===== config.mk =====
export PLATFORM = sky130hd
export DESIGN_NAME = fifo_sync_hyst_flat
export DESIGN_NICKNAME = d
export VERILOG_FILES = /design/src/rtl/fifo_pkg.sv /design/src/rtl/fifo_sync_hyst_if.sv /design/src/rtl/fifo_mem_dp.sv /design/src/rtl/fifo_sync_hyst.sv /design/src/flat_wrapper.sv
export SDC_FILE = /design/constraint.sdc
export NUM_CORES = 1
export LEC_CHECK = 0
export BUFFER_PORTS_ARGS = -buffer_cell sky130_fd_sc_hd__buf_2
export CAP_MARGIN = 0
export CORE_ASPECT_RATIO = 0.9
export CORE_UTILIZATION = 47
export DETAILED_ROUTE_END_ITERATION = 7
export PLACE_DENSITY = 0.78
export REMOVE_ABC_BUFFERS = 1
export SKIP_CTS_REPAIR_TIMING = 1
export SYNTH_ARGS = -nofsm -noshare
export SYNTH_HDL_FRONTEND = slang
export SYNTH_SLANG_ARGS = --single-unit

===== constraint.sdc =====
create_clock -name clk -period 3.2 [get_ports clk]
set_input_delay 0.16 -clock clk [delete_from_list [all_inputs] [get_ports clk]]
set_output_delay 0.16 -clock clk [all_outputs]
set_load 0.01 [all_outputs]

===== src/rtl/fifo_pkg.sv =====
// Shared constants and helpers for the class FIFO family.
// Holds the default geometry and the occupancy-width derivation.
package fifo_pkg;

    localparam int DEF_DATA_SIZE = 6;
    localparam int DEF_ADDR_SIZE = 2;

    // Occupancy must represent 0..DEPTH inclusive, so it needs one bit more than the pointer.
    function automatic int cnt_w(input int addr_size);
        return addr_size + 1;
    endfunction

endpackage


===== src/rtl/fifo_sync_hyst_if.sv =====
// FIFO request/response and status bundle between the class demux, the FIFO and the arbiter.
interface fifo_sync_hyst_if
    import fifo_pkg::*;
#(
    parameter int DATA_SIZE = DEF_DATA_SIZE,
    parameter int ADDR_SIZE = DEF_ADDR_SIZE
);
    localparam int CNT_W = cnt_w(ADDR_SIZE);

    logic                 push;
    logic                 pop;
    logic [DATA_SIZE-1:0] data_in;
    logic [CNT_W-1:0]     af_thr;
    logic [CNT_W-1:0]     ae_thr;
    logic                 err_clr;
    logic [DATA_SIZE-1:0] data_out;
    logic                 data_valid;
    logic [CNT_W-1:0]     count;
    logic                 empty;
    logic                 full;
    logic                 almost_full;
    logic                 almost_empty;
    logic                 pause;
    logic                 err_overflow;
    logic                 err_underflow;

    modport master (
        output push, pop, data_in, af_thr, ae_thr, err_clr,
        input  data_out, data_valid, count, empty, full, almost_full,
               almost_empty, pause, err_overflow, err_underflow
    );

    modport slave (
        input  push, pop, data_in, af_thr, ae_thr, err_clr,
        output data_out, data_valid, count, empty, full, almost_full,
               almost_empty, pause, err_overflow, err_underflow
    );
endinterface


===== src/rtl/fifo_mem_dp.sv =====
// FIFO storage: one write port, one registered read port with enable.
module fifo_mem_dp #(
    parameter int DATA_SIZE = 6,
    parameter int ADDR_SIZE = 2
) (
    input  logic                 clk,
    input  logic                 reset,
    input  logic                 we,
    input  logic [ADDR_SIZE-1:0] waddr,
    input  logic [DATA_SIZE-1:0] wdata,
    input  logic                 re,
    input  logic [ADDR_SIZE-1:0] raddr,
    output logic [DATA_SIZE-1:0] rdata
);
    logic [DATA_SIZE-1:0] mem [2**ADDR_SIZE];

    // NOTE: storage is deliberately left out of reset; stale words are unreachable
    // because the pointers and count are reset, and this keeps the array a plain RAM.
    always_ff @(posedge clk) begin
        if (we) mem[waddr] <= wdata;
    end

    // A read and a write to the same address return the old word (full push+pop case).
    always_ff @(posedge clk) begin
        if (reset)   rdata <= '0;
        else if (re) rdata <= mem[raddr];
    end
endmodule


===== src/rtl/fifo_sync_hyst.sv =====
// Single-clock FIFO with occupancy thresholds, hysteretic pause and sticky error flags.
module fifo_sync_hyst
    import fifo_pkg::*;
#(
    parameter int DATA_SIZE = DEF_DATA_SIZE,
    parameter int ADDR_SIZE = DEF_ADDR_SIZE
) (
    input  logic              clk,
    input  logic              reset,
    fifo_sync_hyst_if.slave   bus
);
    localparam int CNT_W = cnt_w(ADDR_SIZE);
    localparam int DEPTH = 2**ADDR_SIZE;

    logic [ADDR_SIZE-1:0] wr_ptr, rd_ptr;
    logic [CNT_W-1:0]     count, count_next;
    logic                 pop_ok, push_ok;
    logic                 empty, full;
    logic                 data_valid, pause, err_overflow, err_underflow;
    logic [DATA_SIZE-1:0] rd_data;

    // Flags come from the registered count only, so push/pop never glitch them.
    assign empty      = (count == '0);
    assign full       = (count == CNT_W'(DEPTH));
    assign pop_ok     = bus.pop & ~empty;
    assign push_ok    = bus.push & (~full | pop_ok);
    assign count_next = count + CNT_W'(push_ok) - CNT_W'(pop_ok);

    fifo_mem_dp #(.DATA_SIZE(DATA_SIZE), .ADDR_SIZE(ADDR_SIZE)) u_mem (
        .clk   (clk),
        .reset (reset),
        .we    (push_ok),
        .waddr (wr_ptr),
        .wdata (bus.data_in),
        .re    (pop_ok),
        .raddr (rd_ptr),
        .rdata (rd_data)
    );

    // NOTE: all state uses non-blocking assignments so every register samples
    // pre-edge values and the evaluation order of always_ff blocks is irrelevant.
    always_ff @(posedge clk) begin
        if (reset) begin
            wr_ptr        <= '0;
            rd_ptr        <= '0;
            count         <= '0;
            data_valid    <= 1'b0;
            pause         <= 1'b0;
            err_overflow  <= 1'b0;
            err_underflow <= 1'b0;
        end else begin
            if (push_ok) wr_ptr <= wr_ptr + 1'b1;
            if (pop_ok)  rd_ptr <= rd_ptr + 1'b1;
            count      <= count_next;
            data_valid <= pop_ok;

            // Set has priority, so overlapping thresholds keep pause asserted.
            if (count_next >= bus.af_thr)      pause <= 1'b1;
            else if (count_next <= bus.ae_thr) pause <= 1'b0;

            // A fresh error in the clear cycle keeps its flag set.
            err_overflow  <= (bus.push & ~push_ok) | (err_overflow  & ~bus.err_clr);
            err_underflow <= (bus.pop  & ~pop_ok)  | (err_underflow & ~bus.err_clr);
        end
    end

    assign bus.data_out      = rd_data;
    assign bus.data_valid    = data_valid;
    assign bus.count         = count;
    assign bus.empty         = empty;
    assign bus.full          = full;
    assign bus.almost_full   = (count >= bus.af_thr);
    assign bus.almost_empty  = (count <= bus.ae_thr) && !empty;
    assign bus.pause         = pause;
    assign bus.err_overflow  = err_overflow;
    assign bus.err_underflow = err_underflow;
endmodule

===== src/flat_wrapper.sv =====
// flat-port wrapper written by rule: the top's interface ports become plain ports
module fifo_sync_hyst_flat import fifo_pkg::*;
#(
    parameter int DATA_SIZE = DEF_DATA_SIZE,
    parameter int ADDR_SIZE = DEF_ADDR_SIZE
)
  (clk, reset, bus_push, bus_pop, bus_data_in, bus_af_thr, bus_ae_thr, bus_err_clr, bus_data_out, bus_data_valid, bus_count, bus_empty, bus_full, bus_almost_full, bus_almost_empty, bus_pause, bus_err_overflow, bus_err_underflow);
  fifo_sync_hyst_if #(.DATA_SIZE(DATA_SIZE), .ADDR_SIZE(ADDR_SIZE)) bus_i ();
  input  logic clk;
  input  logic reset;
  input wire logic [$bits(bus_i.push)-1:0] bus_push;
  input wire logic [$bits(bus_i.pop)-1:0] bus_pop;
  input wire logic [$bits(bus_i.data_in)-1:0] bus_data_in;
  input wire logic [$bits(bus_i.af_thr)-1:0] bus_af_thr;
  input wire logic [$bits(bus_i.ae_thr)-1:0] bus_ae_thr;
  input wire logic [$bits(bus_i.err_clr)-1:0] bus_err_clr;
  output wire logic [$bits(bus_i.data_out)-1:0] bus_data_out;
  output wire logic [$bits(bus_i.data_valid)-1:0] bus_data_valid;
  output wire logic [$bits(bus_i.count)-1:0] bus_count;
  output wire logic [$bits(bus_i.empty)-1:0] bus_empty;
  output wire logic [$bits(bus_i.full)-1:0] bus_full;
  output wire logic [$bits(bus_i.almost_full)-1:0] bus_almost_full;
  output wire logic [$bits(bus_i.almost_empty)-1:0] bus_almost_empty;
  output wire logic [$bits(bus_i.pause)-1:0] bus_pause;
  output wire logic [$bits(bus_i.err_overflow)-1:0] bus_err_overflow;
  output wire logic [$bits(bus_i.err_underflow)-1:0] bus_err_underflow;
  assign bus_i.push = bus_push;
  assign bus_i.pop = bus_pop;
  assign bus_i.data_in = bus_data_in;
  assign bus_i.af_thr = bus_af_thr;
  assign bus_i.ae_thr = bus_ae_thr;
  assign bus_i.err_clr = bus_err_clr;
  assign bus_data_out = bus_i.data_out;
  assign bus_data_valid = bus_i.data_valid;
  assign bus_count = bus_i.count;
  assign bus_empty = bus_i.empty;
  assign bus_full = bus_i.full;
  assign bus_almost_full = bus_i.almost_full;
  assign bus_almost_empty = bus_i.almost_empty;
  assign bus_pause = bus_i.pause;
  assign bus_err_overflow = bus_i.err_overflow;
  assign bus_err_underflow = bus_i.err_underflow;
  fifo_sync_hyst #(.DATA_SIZE(DATA_SIZE), .ADDR_SIZE(ADDR_SIZE)) u_core (.clk(clk), .reset(reset), .bus(bus_i));
endmodule

==> impl_metrics.json, run 1 <==
{
  "critical_path.max_fanout": 9,
  "cts_buffers": 5,
  "fin_crit_ps": 2975,
  "antenna_found_initial": 0,
  "grt_max_degree": 19,
  "routed_via_density": 5.109,
  "hold_class": "in -> reg",
  "setup_tns_ps": 0,
  "max_clock_freq_mhz": 336.1,
  "synth_seq_cells": 41,
  "grt_pass1_vias": 1150,
  "drtIter0Drc": 68,
  "areaGrowthSynthToFinish_pct": 14.47,
  "gp_congestion": 0.8167,
  "clockBufferDepth": 2,
  "cts_tree": "yes",
  "first_pass_iters": 4,
  "hpwl_um": 2496,
  "power.density_nw_per_um2": 796.0,
  "yosys_warnings": 0,
  "drcViolationCount": 0,
  "p_total_mw": 1.749,
  "setup_viol": 0,
  "io-pin-count": 34,
  "post-route-period-util_pct": 92.97,
  "cp.required_ps": 3420,
  "start_kind": "flip-flop",
  "layout_common_cells": "buf_2, edfxtp_1, ha_1",
  "wl_um": 3212,
  "crit_type": "reg -> reg",
  "fillCellCount": 301,
  "clock_skew_ps": 3.331,
  "clk_pin_slew_ps": 70,
  "status": "completed",
  "crit_path_end_kind": "flip-flop",
  "portBuffers": 33,
  "rsz0062_at_grt": "false",
  "leakage_nw": 0.9619,
  "synth_area_um2": 1919,
  "drv_cap": 0,
  "clock_latency_ps": 290,
  "grt_pass1_wl_um": 5313,
  "fin_nets": 218,
  "die_w_um": 69.36,
  "diodes": 0,
  "dieArea_um2": 4344,
  "die_y_um": 62.63,
  "overflow": 0,
  "ant_nets": 0,
  "final_core_util_pct": 57.67,
  "syn_area_per_cell_um2": 13.06,
  "cts.sink_count": 41,
  "setup_slack_ps": 224.8,
  "critPathArrivalTime_ps": 3190,
  "vias": 1170,
  "slew_violations": 0,
  "syn_inst": 147,
  "worstMarginPinSlew_ps": 523.8,
  "start_util_pct": 50.38,
  "fp-row-count": 21,
  "layout_commonest_cell": "buf_2",
  "hold_viol_final": 0,
  "yosysSeqAreaShare_pct": 55.28,
  "vdd_ir_drop_max_uv": 364.0,
  "h-tree-depth": 2,
  "grt_usage_pct": 16.41,
  "pre_cts_slack_ps": 221.4,
  "max_slew_margin_pct": 65.03,
  "layout-drive-gt1-share_pct": 28.96,
  "placeableCoreArea_um2": 3810,
  "wire_per_inst_um": 14.03,
  "yosysUniqueCellTypes": 31,
  "root_buffer": "clkbuf_8"
}
[cell families after synthesis]
logic type | count (synthesis) | share of synthesized area [%]
buffers and inverters | 20 | 4.628
XOR/XNOR | 5 | 2.673
multiplexers | 7 | 7.562
AO/OA/AOI/OAI | 18 | 6.324
adder cells (fa/ha/maj) | 19 | 12.78
AND/OR/NAND/NOR | 37 | 10.76
flip-flops | 41 | 55.28
[cell usage after synthesis]
library cell | instances | share of area [%]
mux4_2 | 6 | 7.0
a21boi_4 | 1 | 0.98
nor3b_2 | 1 | 0.65
a21o_1 | 4 | 1.6
a32oi_1 | 1 | 0.46
nand2_4 | 1 | 0.59
o22ai_1 | 1 | 0.33
buf_2 | 1 | 0.26
nor3_4 | 1 | 0.85
buf_6 | 1 | 0.59
nor2_1 | 9 | 1.8
and2_1 | 4 | 1.3
a21oi_1 | 9 | 2.3
nor2b_1 | 2 | 0.65
inv_6 | 1 | 0.46
nand3_1 | 2 | 0.52
fa_1 | 1 | 1.0
nand2b_1 | 3 | 0.98
nand3b_1 | 1 | 0.39
xnor2_1 | 4 | 1.8
xor2_2 | 1 | 0.85
ha_1 | 18 | 12
inv_1 | 14 | 2.7
a22oi_1 | 1 | 0.39
nand2b_4 | 1 | 0.72
mux2i_1 | 1 | 0.52
nand2_1 | 12 | 2.3
edfxtp_1 | 24 | 38
clkbuf_1 | 3 | 0.59
o21ai_0 | 1 | 0.26
dfxtp_1 | 17 | 18
[path summary, 6_finish.rpt]
path	from	to	slack, ps	cells after the start
min	bus_data_in[5]	u_core.u_mem.mem[1][5]	80	1
max	u_core.bus.count[1]	u_core.bus.pause	220	14
max reg2reg	u_core.bus.count[1]	u_core.bus.pause	220	14
min reg2reg	u_core.u_mem.rdata[5]	u_core.u_mem.rdata[5]	450	2
[critical path, stage by stage, from the launching register on]
cell and delay, ps:
dfxtp_1 430, nor3_4 260, nand2b_4 230, inv_6 60, ha_1 270, inv_1 50
ha_1 140, inv_1 50, fa_1 370, xnor2_1 150, xnor2_1 250, ha_1 290
nand3_1 100, nand3b_1 90, o22ai_1 160
[metal layers]
| metal | wire length (µm) | global-route usage (%) | up-vias |
|---|---|---|---|
| met5 | 0 | 0 | - |
| met1 | 1379 | 20.21 | 555 |
| met2 | 1660 | 26.94 | 30 |
| met4 | 24 | 6.888 | 0 |
| met3 | 148 | 4.839 | 4 |
| li1 | - | - | 581 |
[flip-flops by register name, summed over array words and instances, names as in the netlist]
name / cells
u_core.u_mem.mem: 24
u_core.u_mem.rdata: 6
u_core.bus.count: 3
u_core.rd_ptr: 2
u_core.wr_ptr: 2
u_core.bus.data_valid: 1
u_core.bus.err_overflow: 1
u_core.bus.err_underflow: 1
u_core.bus.pause: 1
[cell type report]
| cell class | count | area, µm² | share of cell area [%] |
|---|---|---|---|
| clock buffer | 6 | 72.57 | 3.303 |
| inverter | 15 | 61.31 | 2.790 |
| multi-input combinational | 86 | 769.5 | 35.02 |
| timing repair buffer | 33 | 165.2 | 7.517 |
| tap | 46 | 57.56 | 2.620 |
| sequential | 41 | 1061 | 48.29 |
| clock inverter | 2 | 10.01 | 0.4556 |
[through the flow]
step	instances	hold slack [ps]	area [µm²]
final	229	80.58	2197
after floorplan	142	226.7	1892
after detailed placement	221	377.8	2115
after global placement	221	369.0	2115
after global routing	229	63.24	2197
after CTS	229	68.90	2197
[report_power, final]
group          switching (mW)  internal [mW]
Clock                   0.169          0.151
Sequential             0.0850          0.643
Combinational           0.352          0.348
Total                   0.607           1.14
No activity file was read; power rests on OpenSTA's default activity.
==> run 2: changes to the inputs <==
--- a/config.mk
+++ b/config.mk
@@ -7,10 +7,12 @@
 export LEC_CHECK = 0
 export BUFFER_PORTS_ARGS = -buffer_cell sky130_fd_sc_hd__buf_2
 export CAP_MARGIN = 0
+export CELL_PAD_IN_SITES_DETAIL_PLACEMENT = 0
+export CELL_PAD_IN_SITES_GLOBAL_PLACEMENT = 2
 export CORE_ASPECT_RATIO = 0.9
-export CORE_UTILIZATION = 47
+export CORE_UTILIZATION = 37
 export DETAILED_ROUTE_END_ITERATION = 7
-export PLACE_DENSITY = 0.78
+export PLACE_DENSITY = 0.87
 export REMOVE_ABC_BUFFERS = 1
 export SKIP_CTS_REPAIR_TIMING = 1
 export SYNTH_ARGS = -nofsm -noshare
==> constraint.sdc (replaced) <==
create_clock -name clk -period 3.4 [get_ports clk]
set_input_delay 0.17 -clock clk [delete_from_list [all_inputs] [get_ports clk]]
set_output_delay 0.17 -clock clk [all_outputs]
set_load 0.01 [all_outputs]
==> impl_metrics.json, run 2 (same netlist as run 1, synthesis figures left out) <==
{
  "hold_class": "in -> reg",
  "seqCellArea_um2": 1061,
  "start_kind": "flip-flop",
  "layout-drive-gt1-share_pct": 28.96,
  "die_y_um": 70.33,
  "p_total_mw": 1.719,
  "io-pin-count": 34,
  "hpwl_um": 2511,
  "grt_usage_pct": 13.23,
  "critical_path.max_fanout": 9,
  "pwr-share-clk_pct": 21.9,
  "critPathMostFrequentCell": "ha_1",
  "overflow": 0,
  "clk_pin_slew_ps": 80,
  "final_core_util_pct": 45.66,
  "clockBufferDepth": 2,
  "largest_reg_flops": 24,
  "portBuffers": 33,
  "p_sw_mw": 0.5744,
  "wl_um": 3174,
  "placeableCoreArea_um2": 4925,
  "clock_latency_ps": 290,
  "slew_violations": 0,
  "power_frac_comb_pct": 38.1,
  "vdd_ir_drop_max_uv": 206.3,
  "routed_via_density": 4.665,
  "fin_crit_ps": 2979,
  "cts_tree": "yes",
  "areaGrowthSynthToFinish_pct": 17.14,
  "cts_buffers": 5,
  "grt_pass1_vias": 1188,
  "critPathArrivalTime_ps": 3200,
  "layout_common_cells": "buf_2, edfxtp_1, ha_1",
  "rsz0062_at_grt": "false",
  "reg_top3": "u_core.u_mem.mem (24), u_core.u_mem.rdata (6), u_core.bus.count (3)",
  "multi_input_area_um2": 769.5,
  "worstMarginPinSlew_ps": 567.7,
  "grt_max_degree": 19,
  "clock_skew_ps": 4.244,
  "dieArea_um2": 5480,
  "internal-power_mw": 1.145,
  "h-tree-depth": 2,
  "first_pass_iters": 3,
  "layout_commonest_cell": "buf_2",
  "max_slew_margin_pct": 62.10,
  "diodes": 0,
  "post-route-period-util_pct": 87.63,
  "crit_type": "reg -> reg",
  "status": "completed",
  "critPathBufInv": 3,
  "fp-row-count": 24,
  "cp.required_ps": 3620,
  "max_stage_delay_ps": 430,
  "antenna_found_initial": 0,
  "drcViolationCount": 0,
  "grt_pass1_wl_um": 5416,
  "drtIter0Drc": 29,
  "top_register": "u_core.u_mem.mem",
  "start_util_pct": 38.97,
  "wire_per_inst_um": 12.80,
  "holdWs_ps": 97.11,
  "gp_congestion": 0.7234,
  "setup_viol": 0,
  "root_buffer": "clkbuf_8",
  "place_inst": 240,
  "switching_share_pct": 33.41,
  "hold_viol_final": 0,
  "seqPwrFrac_pct": 40.0,
  "die_w_um": 77.92,
  "leakage_nw": 0.9687,
  "final_cells": 248,
  "fillCellCount": 465,
  "vias": 1157,
  "cpLargestDelayFamily": "adder cells",
  "crit_chain": "nor3_4, nand2b_4, inv_6, ha_1, inv_1, ha_1, inv_1, fa_1, xnor2_1, xnor2_1, ha_1, nand3_1, nand3b_1, o22ai_1",
  "critPathSlowestCell": "dfxtp_1",
  "setup_tns_ps": 0,
  "ant_nets": 0,
  "crit_path_end_kind": "flip-flop",
  "max_clock_freq_mhz": 335.6,
  "drv_cap": 0,
  "cts.sink_count": 41,
  "r2r_setup_slack_ps": 420,
  "power.density_nw_per_um2": 764.7,
  "fin_nets": 218
}
-- run 2: per-layer routing --
layer | vias to the layer above | global-route usage (%) | wire [µm]
li1 | 577 | - | -
met1 | 551 | 16.37 | 1440
met4 | 0 | 6.173 | 64
met3 | 8 | 3.137 | 120
met5 | - | 0 | 0
met2 | 21 | 21.83 | 1549
-- run 2: worst register-to-register path, stage by stage, from the launching register on --
cell and delay (ps):
dfxtp_1 430, nor3_4 260, nand2b_4 230, inv_6 70
ha_1 270, inv_1 50, ha_1 130, inv_1 50
fa_1 370, xnor2_1 150, xnor2_1 280, ha_1 300
nand3_1 90, nand3b_1 80, o22ai_1 160
-- run 2: area by class of cell --
class / count / area share, %
repair buffers: 33 / 7.346
well taps: 65 / 3.617
multi-input cells: 86 / 34.22
flip-flops and latches: 41 / 47.19
inverters: 15 / 2.727
clock buffers: 5 / 3.061
clock inverters: 3 / 1.836
-- run 2: worst paths after layout --
| check | depth (start not counted) | from | endpoint |
|---|---|---|---|
| setup / recovery | 14 | u_core.bus.count[1] | u_core.bus.pause |
| hold / removal | 1 | bus_data_in[2] | u_core.u_mem.mem[1][2] |
| setup reg to reg | 14 | u_core.bus.count[1] | u_core.bus.pause |
| hold reg to reg | 2 | u_core.u_mem.rdata[3] | u_core.u_mem.rdata[3] |
-- run 2: stage by stage --
stage	area (µm²)	setup WS, ps
CTS	2248	387.1
global placement	2138	562.7
detailed placement	2138	406.4
floorplan	1892	586.3
finish	2248	420.5
global route	2248	188.2
-- run 2: power groups by stage --
stage	Clock (mW)	Sequential (mW)	Combinational, mW
2_1_floorplan	0	0.704	0.466
3_3_place_gp	0	0.696	0.648
3_5_place_dp	0	0.702	0.666
4_1_cts	0.387	0.691	0.669
5_1_grt	0.407	0.702	0.747
6_report	0.377	0.688	0.655
==> run 3: changes to the inputs <==
--- a/config.mk
+++ b/config.mk
@@ -12,7 +12,7 @@
 export CORE_ASPECT_RATIO = 0.9
 export CORE_UTILIZATION = 37
 export DETAILED_ROUTE_END_ITERATION = 7
-export PLACE_DENSITY = 0.87
+export PLACE_DENSITY_LB_ADDON = 0.08
 export REMOVE_ABC_BUFFERS = 1
 export SKIP_CTS_REPAIR_TIMING = 1
 export SYNTH_ARGS = -nofsm -noshare
==> impl_metrics.json, run 3 (same netlist as run 1, synthesis figures left out) <==
{
  "vdd_ir_drop_max_uv": 286.4,
  "crit_path_end_kind": "flip-flop",
  "layout-drive-gt1-share_pct": 29.51,
  "layout_commonest_cell": "buf_2",
  "critPathMostFrequentCell": "ha_1",
  "fin_crit_ps": 2990,
  "cts_tree": "yes",
  "grt_usage_pct": 13.66,
  "setup_tns_ps": 0,
  "cts_buffers": 5,
  "root_buffer": "clkbuf_8",
  "grt_pass1_wl_um": 5630,
  "fin_nets": 218,
  "vias": 1159,
  "slew_violations": 0,
  "overflow": 0,
  "grt_max_degree": 19,
  "clock_latency_ps": 290,
  "final_area_um2": 2232,
  "power.density_nw_per_um2": 749.9,
  "portBuffers": 33,
  "start_util_pct": 38.97,
  "critPathArrivalTime_ps": 3210,
  "max_stage_delay_ps": 430,
  "drtIter0Drc": 44,
  "met2WireLength_um": 1523,
  "areaGrowthSynthToFinish_pct": 16.30,
  "leakage_nw": 0.9621,
  "final_cells": 248,
  "clockBufferDepth": 2,
  "rsz0062_at_grt": "false",
  "drcViolationCount": 0,
  "place_inst": 240,
  "critical_path.max_fanout": 9,
  "routedLengthMet1_um": 1730,
  "clk_pin_slew_ps": 90,
  "dr_wl_met3_um": 172,
  "grt_pass1_vias": 1153,
  "pre_cts_slack_ps": 414.9,
  "critPathBufInv": 3,
  "ant_nets": 0,
  "topRoutingLayerUsed": "met4",
  "diodes": 0,
  "io-pin-count": 34,
  "dieArea_um2": 5480,
  "reg_top3": "u_core.u_mem.mem (24), u_core.u_mem.rdata (6), u_core.bus.count (3)",
  "status": "completed",
  "post-route-period-util_pct": 87.94,
  "hpwl_um": 2614,
  "setup_viol": 0,
  "crit_chain": "nor3_4, nand2b_4, inv_6, ha_1, inv_1, ha_1, inv_1, fa_1, xnor2_1, xnor2_1, ha_1, nand3_1, nand3b_1, o22ai_1",
  "cts.sink_count": 41,
  "start_kind": "flip-flop",
  "hold_class": "in -> reg",
  "p_total_mw": 1.674,
  "h-tree-depth": 2,
  "largest_reg_flops": 24,
  "antenna_found_initial": 0,
  "cpLargestDelayFamily": "adder cells",
  "die_y_um": 70.33,
  "setup_slack_ps": 410.2,
  "placeableCoreArea_um2": 4925,
  "fp-row-count": 24,
  "cp.required_ps": 3620,
  "final_core_util_pct": 45.33,
  "wire_per_inst_um": 13.87,
  "drv_cap": 0,
  "holdWs_ps": 95.87,
  "layout_common_cells": "buf_2, edfxtp_1, ha_1",
  "crit_type": "reg -> reg",
  "die_w_um": 77.92,
  "max_slew_margin_pct": 63.07,
  "gp_congestion": 0.7894,
  "place_area_um2": 2138,
  "wl_um": 3439,
  "clock_skew_ps": 5.688,
  "routed_via_density": 4.673,
  "worstMarginPinSlew_ps": 553.2,
  "critPathSlowestCell": "dfxtp_1",
  "hold_viol_final": 0,
  "top_register": "u_core.u_mem.mem",
  "max_clock_freq_mhz": 334.5,
  "first_pass_iters": 4
}
[run 3: power by group]
part	leakage [nW]	switching [mW]	internal, mW
registers	0.360	0.0824	0.605
logic	0.557	0.336	0.325
clock network	0.0452	0.177	0.149
total	0.962	0.595	1.08
[run 3: worst paths after layout]
kind                                             from                     end  slack (ps)  depth (start not counted)
worst min register to register  u_core.u_mem.rdata[4]   u_core.u_mem.rdata[4]         460                          2
worst max-delay path              u_core.bus.count[1]        u_core.bus.pause         410                         14
worst max register to register    u_core.bus.count[1]        u_core.bus.pause         410                         14
worst min-delay path                   bus_data_in[3]  u_core.u_mem.mem[0][3]         100                          1
[run 3: area by class of cell]
cell class,instances,area [µm²]
Tap cell,65,81.33
Clock inverter,3,25.02
Multi-Input combinational cell,86,769.5
Inverter,15,61.31
Fill cell,479,2693
Timing Repair Buffer,33,165.2
Clock buffer,5,68.82
Sequential cell,41,1061
[run 3: metal layers]
layer	track usage (%)	vias to the layer above
met5	0	-
met1	19.06	550
met4	2.469	0
li1	-	581
met3	3.791	2
met2	21.44	26
